==> src/rtl/mem_port_arbiter.sv <==
// mem_port_arbiter: shares one fixed-latency memory between fetch and data access
module mem_port_arbiter #(
  parameter int ADDR_W  = 16,
  parameter int DATA_W  = 16,
  parameter int MEM_LAT = 4
) (
  input  logic              clk,
  input  logic              rst,
  input  logic              if_req,
  input  logic [ADDR_W-1:0] if_addr,
  output logic              if_ready,
  output logic [DATA_W-1:0] if_data,
  input  logic              d_rd,
  input  logic              d_wr,
  input  logic [ADDR_W-1:0] d_addr,
  input  logic [DATA_W-1:0] d_wdata,
  output logic              d_ready,
  output logic [DATA_W-1:0] d_rdata,
  output logic              mem_en,
  output logic              mem_wr,
  output logic [ADDR_W-1:0] mem_addr,
  output logic [DATA_W-1:0] mem_wdata,
  input  logic [DATA_W-1:0] mem_rdata,
  output logic              stall_mem,
  output logic              stall_if
);
  localparam int CW = MEM_LAT > 1 ? $clog2(MEM_LAT) : 1;
  typedef enum logic [2:0] {IDLE, D_ACC, D_DONE, I_ACC, I_DONE} state_t;
  state_t state_q, state_d;
  logic [CW-1:0] cnt_q, cnt_d;
  logic last_d_q, last_d_d, wr_q, wr_d;
  logic [ADDR_W-1:0] addr_q, addr_d;
  logic [DATA_W-1:0] wdata_q, wdata_d, if_data_q, if_data_d, d_rdata_q, d_rdata_d;
  logic dreq, acc, done;
  assign dreq = d_rd | d_wr;
  assign acc = state_q == D_ACC || state_q == I_ACC;
  assign done = cnt_q == '0;
  always_comb begin
    state_d = state_q;
    cnt_d = cnt_q;
    last_d_d = last_d_q;
    wr_d = wr_q;
    addr_d = addr_q;
    wdata_d = wdata_q;
    if_data_d = if_data_q;
    d_rdata_d = d_rdata_q;
    case (state_q)
      IDLE: begin
        if (dreq && !(if_req && last_d_q)) begin
          state_d = D_ACC;
          cnt_d = CW'(MEM_LAT - 1);
          wr_d = d_wr;
          addr_d = d_addr;
          wdata_d = d_wdata;
        end else if (if_req) begin
          state_d = I_ACC;
          cnt_d = CW'(MEM_LAT - 1);
          wr_d = 1'b0;
          addr_d = if_addr;
        end
      end
      D_ACC, I_ACC: begin
        cnt_d = done ? cnt_q : cnt_q - 1'b1;
        if (done) begin
          state_d = state_q == D_ACC ? D_DONE : I_DONE;
          d_rdata_d = state_q == D_ACC && !wr_q ? mem_rdata : d_rdata_q;
          if_data_d = state_q == I_ACC ? mem_rdata : if_data_q;
        end
      end
      D_DONE, I_DONE: begin
        state_d = IDLE;
        last_d_d = state_q == D_DONE;
      end
      default: state_d = IDLE;
    endcase
  end
  always_ff @(posedge clk) begin
    if (rst) begin
      state_q <= IDLE;
      cnt_q <= '0;
      last_d_q <= 1'b0;
      wr_q <= 1'b0;
      addr_q <= '0;
      wdata_q <= '0;
      if_data_q <= '0;
      d_rdata_q <= '0;
    end else begin
      state_q <= state_d;
      cnt_q <= cnt_d;
      last_d_q <= last_d_d;
      wr_q <= wr_d;
      addr_q <= addr_d;
      wdata_q <= wdata_d;
      if_data_q <= if_data_d;
      d_rdata_q <= d_rdata_d;
    end
  end
  assign mem_en = acc;
  assign mem_wr = acc & wr_q;
  assign mem_addr = addr_q;
  assign mem_wdata = wdata_q;
  assign if_ready = state_q == I_DONE;
  assign d_ready = state_q == D_DONE;
  assign if_data = if_data_q;
  assign d_rdata = d_rdata_q;
  assign stall_mem = ~rst & dreq & ~d_ready;
  assign stall_if = ~rst & ((if_req & ~if_ready) | stall_mem);
endmodule

==> config.mk <==
export PLATFORM = sky130hd
export DESIGN_NAME = mem_port_arbiter
export DESIGN_NICKNAME = d
export VERILOG_FILES = /design/src/rtl/mem_port_arbiter.sv
export SDC_FILE = /design/constraint.sdc
export NUM_CORES = 1
export LEC_CHECK = 0
export BUFFER_PORTS_ARGS = -buffer_cell sky130_fd_sc_hd__buf_2
export CAP_MARGIN = 20
export CORE_ASPECT_RATIO = 0.7
export CORE_UTILIZATION = 40
export CTS_BUF_LIST = sky130_fd_sc_hd__clkbuf_8
export DETAILED_ROUTE_END_ITERATION = 8
export GPL_ROUTABILITY_DRIVEN = 1
export PLACE_DENSITY = 0.73
export SYNTH_ARGS = -nofsm -noshare
export SYNTH_HDL_FRONTEND = slang
export SYNTH_SLANG_ARGS = --single-unit
export TNS_END_PERCENT = 100
==> constraint.sdc <==
create_clock -name clk -period 1.56 [get_ports clk]
set_clock_uncertainty 0.05 [all_clocks]
set_input_delay 0.156 -clock clk [delete_from_list [all_inputs] [get_ports clk]]
set_output_delay 0.156 -clock clk [all_outputs]
set_load 0.01 [all_outputs]
* Word-level counts from Yosys, hierarchy flattened
Cells that the tools add are included.
** Cells by class
- Reduce and logical (&&, ||, !) cells :: 18
- Bitwise logic cells :: 10
- Equal/unequal tests :: 7
- Mux-type cells :: 13
- Add/subtract/negate cells :: 1
** Operator list (count)
- $mux W16 :: 2
- $mux W3 :: 4
- $reduce_and A3 Y1 :: 3
- $eq A3 B2 Y1 const B :: 2
- $mux W2 :: 3
- $pmux W3 S2 :: 1
- $reduce_and A2 Y1 :: 3
- $and A1 B1 Y1 :: 5
- $ne A2 B2 Y1 const B :: 2
- $pmux W2 S2 :: 1
- $reduce_bool A2 Y1 :: 2
- $reduce_or A2 Y1 :: 2
- $eq A3 B1 Y1 const B :: 1
- $eq A3 B3 Y1 const B :: 1
- $logic_and A1 B1 Y1 :: 3
- $logic_not A3 Y1 :: 1
- $ne A3 B3 Y1 const B :: 1
- $not A1 Y1 :: 3
- $logic_not A1 Y1 :: 2
- $logic_not A2 Y1 :: 1
- $mux W1 :: 2
- $or A1 B1 Y1 :: 2
- $sub A2 B1 Y2 const B :: 1
- $logic_or A1 B1 Y1 :: 1
** Storage, ports and cells
- Logic and storage cells :: 57
- Input port bits :: 69
- Register bits :: 71
- Output and inout bits :: 70

* Depth between registers and ports, before layout
- Depth in word-level cells :: 5
- Gate-level depth with buffers :: 7

* Least setup slack after synthesis
OpenSTA, ideal clock, no wires.
- Path kind :: register to register
- Start point :: register state_q[1]
- End point :: register addr_q[5], in the netlist mem_addr[5]
- Stages on the path, launching flop included :: 6
- Library setup time :: 92 ps
- Slack :: -1 ps
- Data required time :: 1418 ps
- Data arrival time :: 1419 ps
- Cell sequence :: dfxtp_1 > buf_2 > nor3_4 > clkbuf_1 > a21oi_1 > a311oi_4
** On the way
- Word-level cells in the longest chain between the ends :: 2
** Ends and longest elaborated chain
- start, declared :: line 29 : state_t state_q, state_d;
- start signal, assigned :: line 88 : state_q <= state_d;
- $logic_not A3 Y1 :: line 47 : case (state_q)
- $reduce_and A2 Y1 (no source line)
- end signal, assigned :: line 92 : addr_q <= addr_d;
- end, declared :: line 32 : logic [ADDR_W-1:0] addr_q, addr_d;
No other way between the ends.
A chain may end at the register's enable or synchronous reset.

* Worst setup path in the final report
- Start point :: register state_q[1]
- End point :: output stall_if
** On the way
- Word-level cells in the longest chain between the ends :: 5
** Ends and longest elaborated chain
- $eq A3 B3 Y1 / $eq A3 B2 Y1 (equally long branches) :: line 102, 103
- $not A1 Y1, on equally long branches :: line 107, 106
- $and A1 B1 Y1, on equally long branches :: line 107, 106
- $or A1 B1 Y1 * :: line 107 : assign stall_if = ~rst & ((if_req & ~if_ready) | stall_mem);
- $and A1 B1 Y1 * :: line 107
- end, declared :: line 25 : output logic stall_if
Mark *: on every way between the ends. The rest lies on a longest branch, timed or not.

==> results.tsv <==
stage	metric	value	unit
synthesis	Netlist cell types	36	
sta	share of the clock period used by the worst path after layout	0.983	
power	post-layout total power	4960	uW
sta	Worst Tran Pin Value	526	ps
sta	setup TNS	0	ps
synthesis	sequential-to-total area share from yosys stat	0.479	
layout	antenna diode count	0	
power	Max VDD drop	0.477	mV
synthesis	Post-synth EDFFs	0	
critical_path	Critical Path End Type	output port	
clock_network	register clock-pin slew on the reported worst setup and hold paths	80	ps
critical_path	crit-path max FO	7	
floorplanning	floorplan row count	25	
synthesis	Syn Nets	424	
layout	Fillers	659	
worst_hold_path	worst hold stages	3	
critical_path	Worst EP required	1350	ps
route	DRC viols	0	
global_route	largest net degree at the start of global routing	52	
clock_network	CTS root buffer	clkbuf_8	
synthesis	area fraction of the dominant cell type after synthesis	0.479	
placed_design	GP Congestion	0.761	
placed_design	port bufs	138	
route	Routed Antenna Nets	0	
layout	Final nets	563	
clock_network	clk sinks	71	
sta	Final Setup Violations	0	
global_route	remaining global-route overflow	0	
layout	Area growth syn-to-layout	40.6	%
sta	RSZ-0062 raised after global routing	true	
synthesis	Syn Inst Count	354	
run	MaxCap Viol Count	0	
worst_hold_path	Hold Path End	mem_wdata[10]$_SDFFE_PP0P_	
sta	fin crit period	1530	ps
layout	share of cells above drive strength 1	0.410	
route	post-DR wirelength/cell	14.5	um
clock_network	Clk Latency, worst-skew pair	340	ps
power	leak pwr	0.00184	uW
power	PD cells	1190	nW/um^2
critical_path	worst r2r dst	mem_addr[5]$_SDFFE_PP0P_	
synthesis	Synth Cell Area	2970	um^2
global_route	initial antenna violation count	0	
floorplanning	Core Area	6940	um^2
critical_path	Worst Setup Start Kind	register	
placed_design	DP HPWL	5840	um
synthesis	ys async rst share	0	
worst_hold_path	Hold Path Class	primary input to register	
critical_path	worst r2r src	state_q[2]$_SDFFE_PP0P_	
run_status	status	finished clean	
sta	Slew HR	0.647	
route	vias per inst	5.24	
route	DR iter-0 viols	166	
floorplanning	IO Pins	139	
synthesis	leading area contributor after synthesis	dfxtp_1	
sta	f_max	0.652	GHz
synthesis	mean area per synthesized cell	8.38	um^2
route	drt first pass iters	4	
global_route	first-pass GRT wire length	13600	um
clock_network	clk buf depth	2	
route	Vias	3100	
critical_path	Worst EP arrival	1330	ps
clock_network	CTS tree	yes	
critical_path	Reg2Reg Setup Slack	40	ps
sta	Final Hold Fails	0	
global_route	All-Layer GR Usage	0.219	
route	DRT Wirelength	8560	um
floorplanning	initial core utilization	0.427	
synthesis	largest cells by area after synthesis	dfxtp_1 48%, a21oi_1 12%, nand2_1 8.1%	
synthesis	flops & latches, synth	71	
clock_network	H-tree lvl count	3	
sta	fin. max-slew vios	0	
floorplanning	die height	74.1	um
worst_hold_path	worst hold start	d_wdata[10]	
synthesis	ys flop type	dfxtp_1	
floorplanning	die width	105	um
floorplanning	die area	7770	um^2
clock_network	clock buffer count from CTS	9	
critical_path	Worst Reg-to-Reg Cells	5	
synthesis	YS warnings	0	
critical_path	Crit Path Class	register to output port	
global_route	number of global-route vias before repair	2902	
[what timing repair did]
item / CTS / global route
hold endpoints to repair: 1 / 0
setup buffers: 0 / 2
hold buffers: 1 / 0
pin swaps: 0 / 3
gates cloned: 0 / 1
setup endpoints to repair: 6 / 24
resized for setup: 12 / 13
[critical path, cell delays in order (launching register included)]
cell and delay (ps):
dfxtp_4 410, nor3b_4 220, o21bai_4 160, a21oi_2 60
buf_2 140
[power breakdown]
| part | switching, uW | internal, uW |
|---|---|---|
| clock | 682 | 707 |
| combinational | 787 | 637 |
| sequential | 129 | 2020 |
| total | 1600 | 3370 |
[cells by family (layout without fill, tap and decap cells)]
| logic type | after synthesis | after routing | share of synthesized area |
|---|---|---|---|
| compound gates | 125 | 125 | 0.267 |
| simple gates | 118 | 118 | 0.186 |
| flops | 71 | 71 | 0.479 |
| buf+inv | 38 | 182 | 0.0607 |
| fa+ha+maj | 1 | 1 | 0.00422 |
| xor+xnor | 1 | 1 | 0.00295 |
[routing by layer]
metal	share of wire	global-route usage	routed length, um
met2	0.48	0.363	4110
met5	0	0	0
met1	0.44	0.283	3790
met3	0.062	0.0500	527
met4	0.015	0.0861	125
[cells in the final DEF, fill, tap and decap left out, types with 6 or more instances in the layout]
cell type and instances:
a21oi_1 68, a311oi_1 6, a311oi_2 9, buf_12 6, buf_2 138, buf_4 17, clkbuf_8 12, dfxtp_1 68
nand2_1 64, nand3_1 33, o21ai_0 32
[synthesized netlist by cell type, drive strengths merged (2+ instances only)]
cell type / n
dfxtp: 71
a21oi: 69
nand2: 64
nand3: 33
o21ai: 32
clkbuf: 26
a311oi: 16
buf: 9
nor2: 5
nor3: 3
nor3b: 3
a21o: 2
and2: 2
inv: 2
o21bai: 2
or3: 2
[how the worst max path moves through the flow]
| stage | startpoint | to | slack (ps) | cells after the start |
|---|---|---|---|---|
| finish | state_q[1]$_SDFFE_PP0P_ | stall_if | 30 | 4 |
| floorplan | cnt_q[0]$_SDFFE_PP0P_ | d_rdata[10]$_SDFFE_PP0P_ | 30 | 7 |
| global placement | state_q[1]$_SDFFE_PP0P_ | mem_wdata[10]$_SDFFE_PP0P_ | 90 | 3 |
| global route | state_q[1]$_SDFFE_PP0P_ | stall_mem | -40 | 4 |
| detailed placement | state_q[1]$_SDFFE_PP0P_ | mem_wdata[8]$_SDFFE_PP0P_ | 20 | 3 |
| CTS | state_q[1]$_SDFFE_PP0P_ | stall_if | 2 | 4 |
[stage by stage]
stage / utilization / cells / hold WS, ps / instance area (um^2) / setup WS [ps]
after floorplan: - / 354 / 242 / 2970 / 32.5
final: 0.601 / 592 / 11.7 / 4170 / 25.9
after CTS: 0.588 / 589 / 3.06 / 4080 / 2.08
after detailed placement: 0.553 / 572 / 366 / 3840 / 20.8
after global routing: 0.601 / 592 / 3.03 / 4170 / -40.4
after global placement: 0.553 / 572 / 361 / 3840 / 85.2
[final cells by class]
cell class                 instances  area, um^2  share of cell area
clock buffer                      12         165              0.0396
clock inverter                     4        28.8             0.00690
inverter                           3        11.3             0.00270
multi-input combinational        245        1460               0.349
sequential                        71        1430               0.343
tap                               94         118              0.0282
timing repair buffer             163         960               0.230
[state kept, by name, summed over array words and instances, names as in the netlist]
name	flops
d_rdata	16
if_data	16
mem_addr	16
mem_wdata	16
state_q	3
cnt_q	2
last_d_q	1
wr_q	1
(Power assumes the default switching activity.)
